<file path="src/rtl/sr_latch_counter.sv">
// UART transmit storage and timing: a set/reset data register and a
// clear/enable up counter that wraps at a programmable maximum.
module sr_latch_counter #(
  parameter int unsigned          LATCH_WIDTH = 8,
  parameter int unsigned          CNT_WIDTH   = 32,
  parameter logic [CNT_WIDTH-1:0] CNT_MAX     = {CNT_WIDTH{1'b1}}
) (
  input  logic                   clk,
  input  logic                   rst,
  input  logic [LATCH_WIDTH-1:0] latch_d,
  input  logic                   latch_set,
  input  logic                   latch_reset,
  output logic [LATCH_WIDTH-1:0] latch_q,
  input  logic                   cnt_en,
  input  logic                   cnt_clr,
  output logic [CNT_WIDTH-1:0]   cnt_q,
  output logic                   cnt_at_max
);

  localparam logic [CNT_WIDTH-1:0] ONE = {{(CNT_WIDTH-1){1'b0}}, 1'b1};

  logic [LATCH_WIDTH-1:0] data_q;
  logic [LATCH_WIDTH-1:0] data_d;
  logic [CNT_WIDTH-1:0]   count_q;
  logic [CNT_WIDTH-1:0]   count_d;
  logic                   wrap;

  // Clear wins over capture when both are requested on one edge.
  always_comb begin
    data_d = data_q;
    if (latch_reset) begin
      data_d = '0;
    end else if (latch_set) begin
      data_d = latch_d;
    end
  end

  always_ff @(posedge clk) begin
    if (!rst) begin
      data_q <= '0;
    end else begin
      data_q <= data_d;
    end
  end

  assign wrap = (count_q == CNT_MAX);

  always_comb begin
    count_d = count_q;
    if (cnt_clr) begin
      count_d = '0;
    end else if (cnt_en) begin
      count_d = wrap ? '0 : count_q + ONE;
    end
  end

  always_ff @(posedge clk) begin
    if (!rst) begin
      count_q <= '0;
    end else begin
      count_q <= count_d;
    end
  end

  assign latch_q    = data_q;
  assign cnt_q      = count_q;
  assign cnt_at_max = wrap;

endmodule

</file>
<file path="config.mk">
export PLATFORM = sky130hd
export DESIGN_NAME = sr_latch_counter
export DESIGN_NICKNAME = d
export VERILOG_FILES = /design/src/rtl/sr_latch_counter.sv
export SDC_FILE = /design/constraint.sdc
export NUM_CORES = 1
export LEC_CHECK = 0
export CAP_MARGIN = 10
export CORE_MARGIN = 4
export CORE_UTILIZATION = 40
export CTS_BUF_LIST = sky130_fd_sc_hd__clkbuf_2 sky130_fd_sc_hd__clkbuf_4 sky130_fd_sc_hd__clkbuf_8
export DETAILED_ROUTE_END_ITERATION = 10
export PLACE_DENSITY = 0.79
export SLEW_MARGIN = 15
export SYNTH_ARGS = -nofsm -noshare
export SYNTH_HDL_FRONTEND = slang
export SYNTH_SLANG_ARGS = --single-unit
export TNS_END_PERCENT = 100
</file>
<file path="constraint.sdc">
create_clock -name clk -period 5.6 [get_ports clk]
set_input_delay 0.56 -clock clk [delete_from_list [all_inputs] [get_ports clk]]
set_output_delay 0.56 -clock clk [all_outputs]
set_load 0.05 [all_outputs]
</file>
==> results.cfg <==
[clock_tree]
ctsHoldBuffers = 0
clkLatencyLatePin_ns = 0.29
tritoncts = done
postCtsSetupBuffers = 0
cts-resized-gates = 0
clk_transition_reported_paths_ns = 0.07
cts_buffers = 5
clock_path_buffers = 2
cts_sinks = 40
root_buffer = clkbuf_8
cts.htree.levels = 2

[pwr]
vdd_drop_max_mv = 0.103
powerDensity_nw_per_um2 = 203
leakage_nw = 0.826

[worst_setup_path]
startpoint_type = flop
crit_arrival_ns = 2.57
cp_slowest_stage_delay_ns = 0.87
crit_fanout = 9
cp-end-kind = output pin
cp_slowest_cell = clkdlybuf4s50_1
path_class = flop to output pin
crit_chain = nand4_4 -> nor4_1 -> nand4_1 -> nor4_1 -> clkdlybuf4s50_1
crit_family = simple AND/OR/NAND/NOR gates
path_buf_inv = 1
cpMostUsedCell = nor4_1
crit_required_ns = 5.04

[yosys]
yosysSeqAreaShare_pct = 43.8
yosys_warnings = 0
synth_cell_types = 31
ys_seq_elements = 40
syn_inst = 212
synth.top_cell.area_share_pct = 43.8
yosys.area.top_type = dfxtp_1
netlist_area_sq_um = 1830
synth.area.top_cells = dfxtp_1 44%, xor2_1 8.6%, nor2_1 8.2%
syn_nets = 227
syn_area_per_cell_sq_um = 8.63

[layout]
multiInputGateArea_sq_um = 987
nNetsFinal = 282
n_fill_cell = 425
final_cells = 319
n_antenna_cell = 0
design_area_sq_um = 2490
drive_above_1_share_pct = 3.75
seq_area_sq_um = 801
syn_to_final_growth_pct = 36.1

[routing]
via_per_inst = 5.29
first_iter_violations = 113
ant_nets = 0
vias = 1687
drt_first_pass_iters = 4
drc = 0
finalWirelength_microns = 4390
wl_per_cell_microns = 13.7

[floorplanning]
dieArea_sq_um = 5720
core_area_sq_um = 4380
start_util_pct = 41.7
io-pin-count = 55
fp.dieH_microns = 75.6
rows = 24
die_width_microns = 75.6

[placed_design]
io_buffers = 54
place_ws_ns = 2.49
routabilityCongestion = 0.832
placed_cell_area_sq_um = 2410
hpwl_microns = 3260
dp.cells = 312

[grt]
gr-usage-all-layers_pct = 16.3
grt_pass1_wl_microns = 7200
grt-ovfl-total = 0
grt_pass1_vias = 1611
antenna_found_initial = 0
grt_max_degree = 27

[sta]
worst_pin_slew_ns = 0.803
setup_violations = 0
setup_tns_ns = 0
slew_violations = 0
fin_ws_ns = 2.47
fmax_mhz = 320
slew_headroom_pct = 46.5
period_share_pct = 55.9
finalHoldViolations = 0
rsz0062_at_grt = no
period_minus_slack_ns = 3.13
fin_skew_ns = 0.00702

[job]
maxCapViolCount = 0

[status]
status = finished clean

[min_path]
hp-class = flop to flop
==> cells by family (layout without fill, tap and decap cells) <==
kind of cell,count (synthesis),after routing,synth area share [%]
simple gates,115,115,32.7
mux,9,9,4.92
flops,40,40,43.8
fa+ha+maj,1,1,0.684
xor+xnor,25,25,12.0
compound gates,12,12,3.69
buf+inv,10,65,2.26
==> cell type report <==
cell class	count	share of cell area, %
clock buffers	6	3.07
clock inverters	1	0.201
repair buffers	54	21.7
well taps	52	2.61
multi-input cells	162	39.6
inverters	4	0.603
flip-flops and latches	40	32.2
==> tightest hold or removal path: stages, from the launching register on <==
cell	delay, ns
dfxtp_1	0.33
mux2i_1	0.06
nor2_1	0.07
==> cell usage after synthesis <==
master	n
nor2b_1	1
o21ai_0	5
nor4_4	1
nand3b_1	3
or4_1	1
and2_1	1
nor2_1	40
a21oi_1	4
nand2b_1	2
and4_1	1
nand4_4	1
nand3_1	16
nor3_1	4
mux2i_1	9
xor2_1	18
inv_1	4
o31ai_1	1
clkbuf_1	2
nand4_2	1
nand4_1	14
nor4_1	7
ha_1	1
a21o_1	1
xnor2_1	7
buf_1	1
or3_1	5
buf_2	3
nand2_1	16
dfxtp_1	40
o21bai_1	1
and3_1	1
==> layer usage <==
layer / GRT usage (%) / routed length (microns) / share of wire (%)
met5: 0 / 0 / 0
met2: 26.7 / 2040 / 47
met4: 6.41 / 19 / 0.43
met1: 20.7 / 1940 / 44
met3: 3.69 / 389 / 8.9
==> sequential cells by signal (all words and copies together), names as in the netlist <==
register,count
latch_q,8
cnt_q,32
==> where the power goes <==
| group | leakage, nW | switching [mW] | internal [mW] |
|---|---|---|---|
| Clock | 0.0445 | 0.0918 | 0.0894 |
| Sequential | 0.323 | 0.00141 | 0.287 |
| Combinational | 0.459 | 0.0187 | 0.0162 |
| Total | 0.826 | 0.112 | 0.392 |
==> placed cells by master, fill, tap and decap left out, types with 2 or more instances in the layout <==
cell type,Yosys,layout
a21oi_1,4,4
clkbuf_8,0,5
clkdlybuf4s50_1,0,54
dfxtp_1,40,40
inv_1,4,4
mux2i_1,9,9
nand2_1,16,16
nand2b_1,2,2
nand3_1,16,16
nand3b_1,3,3
nand4_1,14,14
nor2_1,40,40
nor3_1,4,4
nor4_1,7,7
o21ai_0,5,5
or3_1,5,5
xnor2_1,7,7
xor2_1,18,18
==> through the flow <==
| stage | power (mW) | hold WS, ns | utilization, % |
|---|---|---|---|
| after detailed placement | 0.330 | 0.486 | 54.9 |
| after global placement | 0.329 | 0.472 | 54.9 |
| final | 0.504 | 0.495 | 56.8 |
| after global routing | 0.521 | 0.527 | 56.8 |
| after CTS | 0.510 | 0.503 | 56.8 |
| after floorplan | 0.314 | 0.708 | - |
==> worst paths after layout <==
check             cells after the start  slack (ns)          to       start
setup reg to reg                      6        2.94   cnt_q[31]    cnt_q[0]
setup / recovery                      5        2.47  cnt_at_max    cnt_q[7]
hold reg to reg                       2        0.49  latch_q[5]  latch_q[5]
hold / removal                        2        0.49  latch_q[5]  latch_q[5]
No activity file was read; power rests on OpenSTA's default activity.
